===== config.mk =====
export PLATFORM = sky130hd
export DESIGN_NAME = tessent_data_mux_seq_nch
export DESIGN_NICKNAME = d
export VERILOG_FILES = /design/src/rtl/tessent_data_mux_seq_nch.sv
export SDC_FILE = /design/constraint.sdc
export NUM_CORES = 1
export LEC_CHECK = 0
export ABC_AREA = 1
export CAP_MARGIN = 30
export CORE_UTILIZATION = 50
export DETAILED_ROUTE_END_ITERATION = 6
export PLACE_DENSITY = 0.8
export SYNTH_ARGS = -nofsm -noshare
export SYNTH_HDL_FRONTEND = slang
export SYNTH_SLANG_ARGS = --single-unit
export TNS_END_PERCENT = 10

===== constraint.sdc =====
create_clock -name ijtag_tck -period 1.8 [get_ports ijtag_tck]
set_input_delay 0.36 -clock ijtag_tck [delete_from_list [all_inputs] [get_ports ijtag_tck]]
set_output_delay 0.36 -clock ijtag_tck [all_outputs]
set_load 0.01 [all_outputs]

===== src/rtl/tessent_data_mux_seq_nch.sv =====
// rtl/tessent_data_mux_seq_nch.sv - multi-channel functional/IJTAG data mux with blanked switchover
// Each channel runs its own switch sequencer; a shared register snapshots functional data for observation.
module tessent_data_mux_seq_nch #(
   parameter int               WIDTH      = 3,
   parameter int               CHANNELS   = 4,
   parameter int               SETTLE     = 2,
   parameter logic [WIDTH-1:0] SAFE_VALUE = '0
) (
   input  logic                      ijtag_tck,
   input  logic                      ijtag_reset,
   input  logic [CHANNELS-1:0]       ijtag_select,
   input  logic [CHANNELS*WIDTH-1:0] functional_data_in,
   input  logic [CHANNELS*WIDTH-1:0] ijtag_data_in,
   input  logic                      ijtag_capture_en,
   output logic [CHANNELS*WIDTH-1:0] data_out,
   output logic [CHANNELS-1:0]       ijtag_sel_ack,
   output logic [CHANNELS-1:0]       blanking,
   output logic [CHANNELS*WIDTH-1:0] functional_capture
);

   localparam logic [3:0] SETTLE_CNT = 4'(SETTLE);
   localparam bit         DIRECT     = (SETTLE == 0);

   typedef enum logic [1:0] {
      ST_FUNC        = 2'd0,
      ST_BLANK_TO_IJ = 2'd1,
      ST_IJTAG       = 2'd2,
      ST_BLANK_TO_FN = 2'd3
   } state_t;

   logic [CHANNELS*WIDTH-1:0] r_capture;

   for (genvar c = 0; c < CHANNELS; c++) begin : g_ch
      state_t           r_state;
      state_t           w_state_nxt;
      logic [3:0]       r_cnt;
      logic [3:0]       w_cnt_nxt;
      logic [WIDTH-1:0] r_data;
      logic             r_ack;
      logic             r_blank;
      logic             w_sel;

      assign w_sel = ijtag_select[c];

      // A select change while blanking restarts the full interval toward the new target.
      always_comb begin
         w_state_nxt = r_state;
         w_cnt_nxt   = r_cnt;
         case (r_state)
            ST_FUNC: begin
               if (w_sel) begin
                  if (DIRECT) begin
                     w_state_nxt = ST_IJTAG;
                  end else begin
                     w_state_nxt = ST_BLANK_TO_IJ;
                     w_cnt_nxt   = SETTLE_CNT;
                  end
               end
            end
            ST_BLANK_TO_IJ: begin
               if (!w_sel) begin
                  w_state_nxt = ST_BLANK_TO_FN;
                  w_cnt_nxt   = SETTLE_CNT;
               end else if (r_cnt <= 4'd1) begin
                  w_state_nxt = ST_IJTAG;
                  w_cnt_nxt   = 4'd0;
               end else begin
                  w_cnt_nxt = r_cnt - 4'd1;
               end
            end
            ST_IJTAG: begin
               if (!w_sel) begin
                  if (DIRECT) begin
                     w_state_nxt = ST_FUNC;
                  end else begin
                     w_state_nxt = ST_BLANK_TO_FN;
                     w_cnt_nxt   = SETTLE_CNT;
                  end
               end
            end
            ST_BLANK_TO_FN: begin
               if (w_sel) begin
                  w_state_nxt = ST_BLANK_TO_IJ;
                  w_cnt_nxt   = SETTLE_CNT;
               end else if (r_cnt <= 4'd1) begin
                  w_state_nxt = ST_FUNC;
                  w_cnt_nxt   = 4'd0;
               end else begin
                  w_cnt_nxt = r_cnt - 4'd1;
               end
            end
            default: begin
               w_state_nxt = ST_FUNC;
               w_cnt_nxt   = 4'd0;
            end
         endcase
      end

      // Outputs follow the next state so data, ack and blanking all change on the same edge.
      always_ff @(posedge ijtag_tck or negedge ijtag_reset) begin
         if (!ijtag_reset) begin
            r_state <= ST_FUNC;
            r_cnt   <= 4'd0;
            r_data  <= SAFE_VALUE;
            r_ack   <= 1'b0;
            r_blank <= 1'b0;
         end else begin
            r_state <= w_state_nxt;
            r_cnt   <= w_cnt_nxt;
            r_ack   <= (w_state_nxt == ST_IJTAG);
            r_blank <= (w_state_nxt == ST_BLANK_TO_IJ) || (w_state_nxt == ST_BLANK_TO_FN);
            case (w_state_nxt)
               ST_FUNC:  r_data <= functional_data_in[c*WIDTH +: WIDTH];
               ST_IJTAG: r_data <= ijtag_data_in[c*WIDTH +: WIDTH];
               default:  r_data <= SAFE_VALUE;
            endcase
         end
      end

      assign data_out[c*WIDTH +: WIDTH] = r_data;
      assign ijtag_sel_ack[c]            = r_ack;
      assign blanking[c]                 = r_blank;
   end

   always_ff @(posedge ijtag_tck or negedge ijtag_reset) begin
      if (!ijtag_reset) begin
         r_capture <= '0;
      end else if (ijtag_capture_en) begin
         r_capture <= functional_data_in;
      end
   end

   assign functional_capture = r_capture;

endmodule


# After elaboration in Yosys (flattened, before gate mapping)
# Cells that the tools add are included.
dict set report classes {
  addsub 4
  n_lt_le_gt_ge 4
  eq_ne 32
  mux 56
  reduce_logical 16
}
# op count
set op_table {}
lappend op_table {{two-way mux 4 bit} 20}
lappend op_table {{case mux 4 bit (4 select lines)} 4}
lappend op_table {{two-way mux 2 bit} 24}
lappend op_table {{== test 2 bit (second input constant)} 16}
lappend op_table {{case mux 2 bit (4 select lines)} 4}
lappend op_table {{case mux 3 bit (2 select lines)} 4}
lappend op_table {{== test 2 x 1 -> 1 bit (second input constant)} 8}
lappend op_table {{less-or-equal comparator 4 x 1 -> 1 bit (second input constant)} 4}
lappend op_table {{zero test 2 bit} 8}
lappend op_table {{inequality test 2 bit (second input constant)} 8}
lappend op_table {{subtractor 4 x 1 -> 4 bit (second input constant)} 4}
lappend op_table {{AND reduction 2 bit} 4}
lappend op_table {{logical OR 1 bit} 4}
dict set report word_totals {
  register_bits 56
  in_bits 31
  elab_cells 133
}

# Logic depth before layout (Yosys ltp)
# Gate-level depths: netlist (run 1).
dict set report logic_depth {
  depth_word 6
  depth_mapped 10
  depth_no_buf 10
}

# Least setup slack after synthesis (run 1)
# Ideal clock, no wire load.
dict set report synth_path {
  path_type {register to register}
  start {register g_ch[3].r_cnt[0]}
  end {register g_ch[3].r_data[0]}
  setup_time_ns 0.118
  t_arrival_ns 1.175
  required_ns 1.682
  path_slack_ns 0.508
  stages_incl_launch_ff 11
  path_cell_list {dfrtp_1 -> inv_1 -> ha_1 -> nor2_1 -> nor2_4 -> nand2_1 -> nand2_1 -> nand2_2 -> inv_2 -> nand3_1 -> nand2_1}
}
dict set report synth_between {
  elab_chain_len 6
  elab_cells_between_ends 9
}
# item line_no
set synth_rtl {}
lappend synth_rtl {{start, declared} 36} ;# logic [3:0] r_cnt;
lappend synth_rtl {{start signal, assigned} 109} ;# r_cnt <= w_cnt_nxt;
lappend synth_rtl {{less-or-equal comparator 4 x 1 -> 1 bit *} {64, 85}}
lappend synth_rtl {{two-way mux 2 bit, on equally long branches} {85, 64}}
lappend synth_rtl {{two-way mux 2 bit, on equally long branches} {82, 61}}
lappend synth_rtl {{case mux 2 bit (4 select lines) *} 49} ;# case (r_state)
lappend synth_rtl {{named net g_ch[3].w_state_nxt[1]} 35} ;# state_t w_state_nxt;
lappend synth_rtl {{== test 2 bit or zero test 2 bit (tied branches)} 112} ;# case (w_state_nxt)
lappend synth_rtl {{case mux 3 bit (2 select lines) *} 112}
lappend synth_rtl {{end signal, assigned} 113} ;# ST_FUNC: r_data <= functional_data_in[c*WIDTH +: WIDTH];
lappend synth_rtl {{end signal, assigned} 114} ;# ST_IJTAG: r_data <= ijtag_data_in[c*WIDTH +: WIDTH];
lappend synth_rtl {{end, declared} 38} ;# logic [WIDTH-1:0] r_data;
# The timed path passes the listed nets; every way through them passes the cells marked *.
# A chain may end at the register's enable or synchronous reset.

# Worst setup path after layout (run 1)
dict set report layout_path {
  start {register g_ch[0].r_blank}
  end {output port blanking[0]}
}
# item line_no
set layout_lines {}
lappend layout_lines {{start, declared} 40} ;# logic r_blank;
lappend layout_lines {{start signal, assigned} 111} ;# r_blank <= (w_state_nxt == ST_BLANK_TO_IJ) || (w_state_nxt == ST_BLANK_TO_FN);
lappend layout_lines {{end, declared} 17} ;# output logic [CHANNELS-1:0] blanking,
# No word-level cell between the ends.

==> summary.md, run 1 <==
| Metric | Value |
|---|---|
| Post-layout instance area | `0.00341 mm^2` |
| Post-route minimum period | `1.66 ns` |
| Crit. End Element | `primary output` |
| Clk pin slew, worst setup/hold paths | `0.09 ns` |
| Max Freq | `604 MHz` |
| H-tree depth | `2` |
| Post-route DRC | `0` |
| Post-route setup slack | `about 0.14 ns` |
| Ant diodes | `0` |
| Via count | `2089` |
| Cell Rows | `26` |
| Unrepaired setup endpoints after global routing | `false` |
| Max FO, Critical Path | `5` |
| Starting Density | `0.519` |
| First drt pass iteration count | `4` |
| Register area | `approximately 0.0013 mm^2` |
| Leakage power total | `1.66 nW` |
| Final Non-Filler Cells | `about 420` |
| Multi-input logic area | `0.00107 mm^2` |
| Placed instance area | `0.00333 mm^2` |
| Pwr Total | `5.06 mW` |
| CTS tree | `done` |
| Final Hold Vio Count | `0` |
| Seq/Total Area, Yosys | `0.500` |
| Detail Route Antenna Nets | `0` |
| IO Count | `63` |
| Crit-path leading delay family | `buffers and inverters` |
| Filler cells | `433` |
| Combinational power share | `0.505` |
| CTS Hold Bufs | `0` |
| TNS Setup | `0 ns` |
| Clock buffer count from CTS | `5` |
| Post-DR vias/cell | `4.99` |
| Area Overhead vs Synth | `28.7%` |
| Placed Cells incl. Taps | `411` |
| Register share of total power | `0.368` |
| Reg2reg path depth | `10` |
| Relative max-transition margin | `0.814` |
| Dominant cell type by area after synthesis | `dfrtp_1` |
| Sw frac | `0.420` |
| Die X | `roughly 75 um` |
| Die area | `0.00560 mm^2` |
| Final setup viols | `0` |
| Final slew viol count | `0` |
| Max incr delay on CP | `0.56 ns` |
| Synth top area share | `0.500` |
| Share of layout cells above drive strength 1 | `0.158` |
| Vias in the first global route | `1926` |
| IO Port Bufs | `between 60 and 70` |
| DRT iter0 DRCs | `about 150` |
| Clock share of power | `0.127` |
| Crit path kind | `flop to primary output` |
| Pre-CTS WS | `~0.19 ns` |
| Internal power | `2.94 mW` |
| Worst VDD drop | `0.760 mV` |
| Layout Skew | `0.00680 ns` |
| Required @ worst endpoint | `about 1.4 ns` |
| All-Layer GR Usage | `0.199` |
| Status | `complete, no violations` |
| GRT overflow | `0` |
| Initial antenna violation count | `0` |
| Worst EP arrival | `1.30 ns` |
| Nets | `387` |
| Gp weighted congestion | `0.771` |
| Synth Register Bits | `53` |
| Kind of start point of the critical path | `flop` |
| Worst slew pin tran | `0.280 ns` |
| CTS Buffer Depth | `2` |
| Synth cell types | `21` |
| Final routed wire length divided by cell count | `12.0 um` |
| Post-CTS sizing | `0` |
| Max-cap violations | `0` |
| Clock sink count | `53` |
| Synth Cell Area | `0.00265 mm^2` |
| Routed wire length | `5030 um` |
| Slowest stage cell on the critical path | `clkdlybuf4s50_1` |
| CP bufs+invs | `1` |
| Largest net degree at the start of global routing | `54` |
| Global-route wire length before repair | `about 8400 um` |
| Crit-path cells | `clkdlybuf4s50_1` |
| PwrDens | `1480 mW/mm^2` |
| Latest clock arrival within the worst-skew pair | `0.30 ns` |
| YS warnings | `0` |
| Area of the core | `0.00511 mm^2` |
| Post-DP HPWL | `3850 um` |
| Switching Power | `2.12 mW` |
| Post-synth net total | `325` |
| Top cells by area, synth | `dfrtp_1, nand3_1, nand2_1, inv_1, mux2_2` |
| Post-CTS setup buffers | `0` |
| Vertical die dimension | `74.8 um` |
| Fin crit share | `0.920` |
| Crit path depth | `1` |
| Post-Syn Instances | `286` |
| Worst Hold Class | `primary input to asynchronous set/reset pin` |
| Root Driver | `clkbuf_8` |
| Synthesized area per cell | `9.27 um^2` |
## power by group through the flow
| stage | combinational, mW | sequential, mW | clock (mW) |
|---|---|---|---|
| 2_1_floorplan | 1.75 | 1.91 | 0 |
| 3_3_place_gp | 2.47 | 1.87 | 0 |
| 3_5_place_dp | 2.56 | 1.88 | 0 |
| 4_1_cts | 2.58 | 1.86 | 0.656 |
| 5_1_grt | 2.89 | 1.91 | 0.702 |
| 6_report | 2.56 | 1.86 | 0.642 |
## layout make-up
type	count	area share
Multi-Input combinational cell	174	0.314
Tap cell	70	0.0257
Timing Repair Buffer	64	0.192
Clock inverter	2	0.00293
Inverter	50	0.0550
Clock buffer	6	0.0213
Sequential cell	53	0.389
## layer usage
layer  global-route usage  routed length, um  up-vias
met1                0.244               2190      989
met5                    0                  0        -
met2                0.332               2460       56
met4               0.0734                 89        0
met3               0.0616                287       11
li1                     -                  -     1033
## cells by family (layout without fill, tap and decap cells)
logic type	count (synthesis)	count (layout)	synth area share
buffers and inverters	59	122	0.0954
AOI/OAI and AO/OA	24	24	0.0576
xor gates and xnor gates	8	8	0.0264
muxes	12	12	0.0510
DFF	53	53	0.500
adders and majority gates	8	8	0.0378
and+or+nand+nor	122	122	0.231
## synth_stat cells
| cell type | number |
|---|---|
| a21oi_1 | 4 |
| buf_2 | 1 |
| buf_4 | 8 |
| dfrtp_1 | 53 |
| ha_1 | 8 |
| inv_1 | 41 |
| inv_2 | 9 |
| mux2_2 | 12 |
| nand2_1 | 45 |
| nand2_2 | 14 |
| nand2_4 | 4 |
| nand3_1 | 43 |
| nand3_2 | 1 |
| nand4_1 | 3 |
| nor2_1 | 9 |
| nor2_4 | 3 |
| o21ai_0 | 10 |
| o21ai_4 | 2 |
| o22ai_1 | 8 |
| xnor2_1 | 4 |
| xor2_1 | 4 |
## worst paths after layout
kind                                          end              from  slack [ns]
worst max register to register  g_ch[2].r_data[0]  g_ch[2].r_cnt[0]        0.32
worst max-delay path                  blanking[0]   g_ch[0].r_blank        0.14
max in group asynchronous        g_ch[0].r_cnt[2]       ijtag_reset        1.54
worst min-delay path            g_ch[1].r_data[0]       ijtag_reset        0.02
min in group ijtag_tck           g_ch[0].r_cnt[1]  g_ch[0].r_cnt[1]        0.50
worst min register to register   g_ch[0].r_cnt[1]  g_ch[0].r_cnt[1]        0.50
## through the flow
step	hold slack [ns]	util
final	0.0154	0.668
after global placement	0.371	0.652
after global routing	0.0569	0.668
after floorplan	0.0644	-
after CTS	0.0432	0.668
after detailed placement	0.377	0.652
## cell usage in the layout, fill, tap and decap left out, drive strengths merged
| master | netlist | routed |
|---|---|---|
| nand4 | 3 | 3 |
| clkbuf | 0 | 6 |
| clkinv | 0 | 2 |
| xnor2 | 4 | 4 |
| dfrtp | 53 | 53 |
| nand3 | 44 | 44 |
| xor2 | 4 | 4 |
| clkdlybuf4s50 | 0 | 61 |
| o21ai | 12 | 12 |
| inv | 50 | 50 |
| buf | 9 | 3 |
| o22ai | 8 | 8 |
| mux2 | 12 | 12 |
| nand2 | 63 | 63 |
| nor2 | 12 | 12 |
| ha | 8 | 8 |
| a21oi | 4 | 4 |
## flip-flops by register name (all words and copies together), names as in the netlist
register / flops
g_ch.r_ack: 4
g_ch.r_data: 12
functional_capture: 12
g_ch.r_blank: 4
g_ch.r_state: 5
g_ch.r_cnt: 16
Note: power is estimated with default switching activity, not from simulation.
==> run 2, diff against run 1 <==
ABC_AREA = not set   (was 1)
CORE_UTILIZATION = 51   (was 50)
MAX_ROUTING_LAYER = met4   (was not set)
==> run 2 against run 1 <==
Effect of this change:
- area after synthesis grew 9.6%
- sequential power about the same
- cell count rose by 1.7%
- setup slack worse by 0.024 ns
- clock-buffer cell count is 1 higher
- core utilization grew 1.1 points
- critical path type is now flop to flop
- largest power group unchanged
- highest routed layer unchanged
==> summary.md, run 2 <==
| Metric | Value |
|---|---|
| Gp weighted congestion | `0.841` |
| IO Count | `63` |
| Share of layout cells above drive strength 1 | `0.147` |
| Crit path kind | `flop to flop` |
| CTS tree | `done` |
| Max FO, Critical Path | `10` |
| Worst VDD drop | `0.779 mV` |
| Largest register FFs | `16` |
| Seq/Total Area, Yosys | `0.457` |
| DRT iter0 DRCs | `142` |
| Post-Syn Instances | `between 200 and 300` |
| Post-route setup slack | `0.120 ns` |
| Pwr Total | `5.18 mW` |
| Largest family of logic cells by synthesized area | `simple AND/OR/NAND/NOR gates` |
| Final slew viol count | `0` |
| Post-route minimum period | `around 1.7 ns` |
| Top cells by area, synth | `dfrtp_1, mux2_2, ha_1, xor2_1, nand3_1` |
| Clock buffer count from CTS | `5` |
| Commonest cells after routing, fill and taps aside | `clkdlybuf4s50_1, dfrtp_1, nand2_1` |
| Critical path origin | `g_ch[2].r_cnt[0]` |
| Post-DP HPWL | `4650 um` |
| PwrDens | `1390 mW/mm^2` |
| Leakage power total | `1.57 nW` |
| Routed wire length | `6380 um` |
| Via count | `2474` |
| Worst Hold Class | `primary input to asynchronous set/reset pin` |
| YS warnings | `0` |
| Crit-path cells | `inv_1, ha_1, nor2_1, buf_4, or4_1, a21boi_0` |
| Cell Rows | `27` |
| Global-route wire length before repair | `roughly 11000 um` |
| All-Layer GR Usage | `0.233` |
| Multiplexer area fraction after synthesis | `0.0543` |
| Synth Register Bits | `between 50 and 60` |
| Status | `complete, no violations` |
| Post-synth net total | `330` |
| Vertical die dimension | `a little under 80 um` |
| XOR/XNOR Fraction of Synth Area | `0.0362` |
| Root Driver | `clkbuf_8` |
| Synth Cell Area | `just under 0.003 mm^2` |
| Primary FF master, synth | `dfrtp_1` |
| Worst R2R Start | `g_ch[2].r_cnt[0]` |
| Synth top area share | `0.457` |
| Max-cap violations | `0` |
| Required @ worst endpoint | `2.01 ns` |
| Nets | `392` |
| CTS Buffer Depth | `2` |
| Max Freq | `595 MHz` |
| Relative max-transition margin | `0.712` |
| Pre-CTS WS | `-0.0213 ns` |
| Final Hold Vio Count | `0` |
| Starting Density | `0.527` |
| Fin crit share | `0.933` |
| Kind of start point of the critical path | `flop` |
| Post-synthesis adder-cell area fraction | `0.0345` |
| GRT overflow | `0` |
| Unrepaired setup endpoints after global routing | `false` |
| TNS Setup | `0 ns` |
| Async set-reset flop share out of synthesis | `1.00` |
| Dominant cell type by area after synthesis | `dfrtp_1` |
| Detail Route Antenna Nets | `0` |
| H-tree depth | `2` |
| Ant diodes | `0` |
| Most common cell after layout, fill and taps aside | `clkdlybuf4s50_1` |
| Post-DR vias/cell | `approximately 5.8` |
| Synthesized area per cell | `9.98 um^2` |
| Number of flops mapped to enable cells by yosys | `0` |
| Area of the core | `around 0.0055 mm^2` |
| Most frequent cell after synthesis | `dfrtp_1` |
| Worst slew pin tran | `0.431 ns` |
| Latest clock arrival within the worst-skew pair | `0.30 ns` |
| Simple-Gate Fraction of Synth Area | `0.208` |
| Area Overhead vs Synth | `28.7%` |
| Die area | `0.00600 mm^2` |
| Compound-cell area share of the yosys netlist | `0.146` |
| Finished Core Util | `0.679` |
| Biggest register | `g_ch.r_cnt` |
| Slowest stage cell on the critical path | `or4_1` |
| Initial antenna violation count | `0` |
| Final setup viols | `0` |
| Post-synth top cells | `dfrtp_1, nand2_1, nand3_1, mux2_2` |
| Post-route DRC | `0` |
| Clk pin slew, worst setup/hold paths | `0.09 ns` |
| First drt pass iteration count | `4` |
| Crit. End Element | `flop` |
| IO Port Bufs | `62` |
| Clock sink count | `53` |
| Filler cells | `approximately 430` |
| Synth cell types | `44` |
| Die X | `77.5 um` |
| Layout Skew | `0.00698 ns` |
| Max incr delay on CP | `0.42 ns` |
| Worst EP arrival | `1.89 ns` |
| Largest net degree at the start of global routing | `21` |
| Final routed wire length divided by cell count | `15.0 um` |
| Vias in the first global route | `2410` |
-- run 2: cell types whose count changed after synthesis, sizes merged, moves of 7 or more --
cell	change
nor3	+9
or3	+9
nand2	-44
o21ai	-11
a21oi	+9
a31oi	+7
o22ai	-8
and2	+9
nand3	-29
clkbuf	+11
inv	-37
-- run 2: final cells by class --
type	instances	area, um^2	area share
flip-flops and latches	53	1330	0.355
clock inverters	1	5.00	0.00134
multi-input cells	200	1390	0.373
well taps	72	90.1	0.0241
repair buffers	80	778	0.208
inverters	13	48.8	0.0131
clock buffers	7	96.3	0.0258
-- run 2: what timing repair did --
item | 4_1_cts | 5_1_grt
buffers inserted | 0 | 0
setup endpoints to repair | 0 | 2
gates resized for setup | 0 | 1
hold endpoints to repair | 15 | 0
hold buffers | 1 | 0
-- run 2: cell families after synthesis --
logic type	Yosys count
AO/OA/AOI/OAI	58
XOR/XNOR	12
adder cells (fa/ha/maj)	8
buffers and inverters	38
flip-flops	53
multiplexers	14
AND/OR/NAND/NOR	108
-- run 2: path summary, 6_finish.rpt --
| path | to | slack (ns) | depth (start not counted) |
|---|---|---|---|
| min reg2reg | functional_capture[4] | 0.52 | 1 |
| min in group ijtag_tck | functional_capture[4] | 0.52 | 1 |
| min | g_ch[1].r_cnt[1] | 0.52 | 2 |
| max | g_ch[2].r_ack | 0.12 | 6 |
| max reg2reg | g_ch[2].r_ack | 0.12 | 6 |
| max in group asynchronous | g_ch[0].r_ack | 0.68 | 3 |
-- run 2: metal layers --
metal	routed length, um	global-route usage
met1	2870	0.290
met2	3130	0.381
met3	285	0.0447
met4	89	0.0792
met5	0	-
-- run 2: critical path: cells and delay by family, from the launching register on --
family                     cells  cell delay, ns
buffers and inverters          2            0.27
and+or+nand+nor                2            0.47
DFF                            1            0.41
AOI/OAI and AO/OA              1            0.24
adders and majority gates      1            0.20
-- run 2: stage by stage --
stage / cell area (um^2) / hold WS [ns] / cells
final: 3740 / 0.517 / 426
after global routing: 3740 / 0.541 / 426
after CTS: 3740 / 0.517 / 426
after detailed placement: 3620 / 0.323 / 417
after global placement: 3620 / 0.321 / 417
after floorplan: 2900 / 0.0644 / 291
-- run 2: power by group --
part	internal, mW	switching, mW
clock	0.348	0.378
combinational	1.25	1.32
sequential	1.57	0.318
total	3.16	2.02
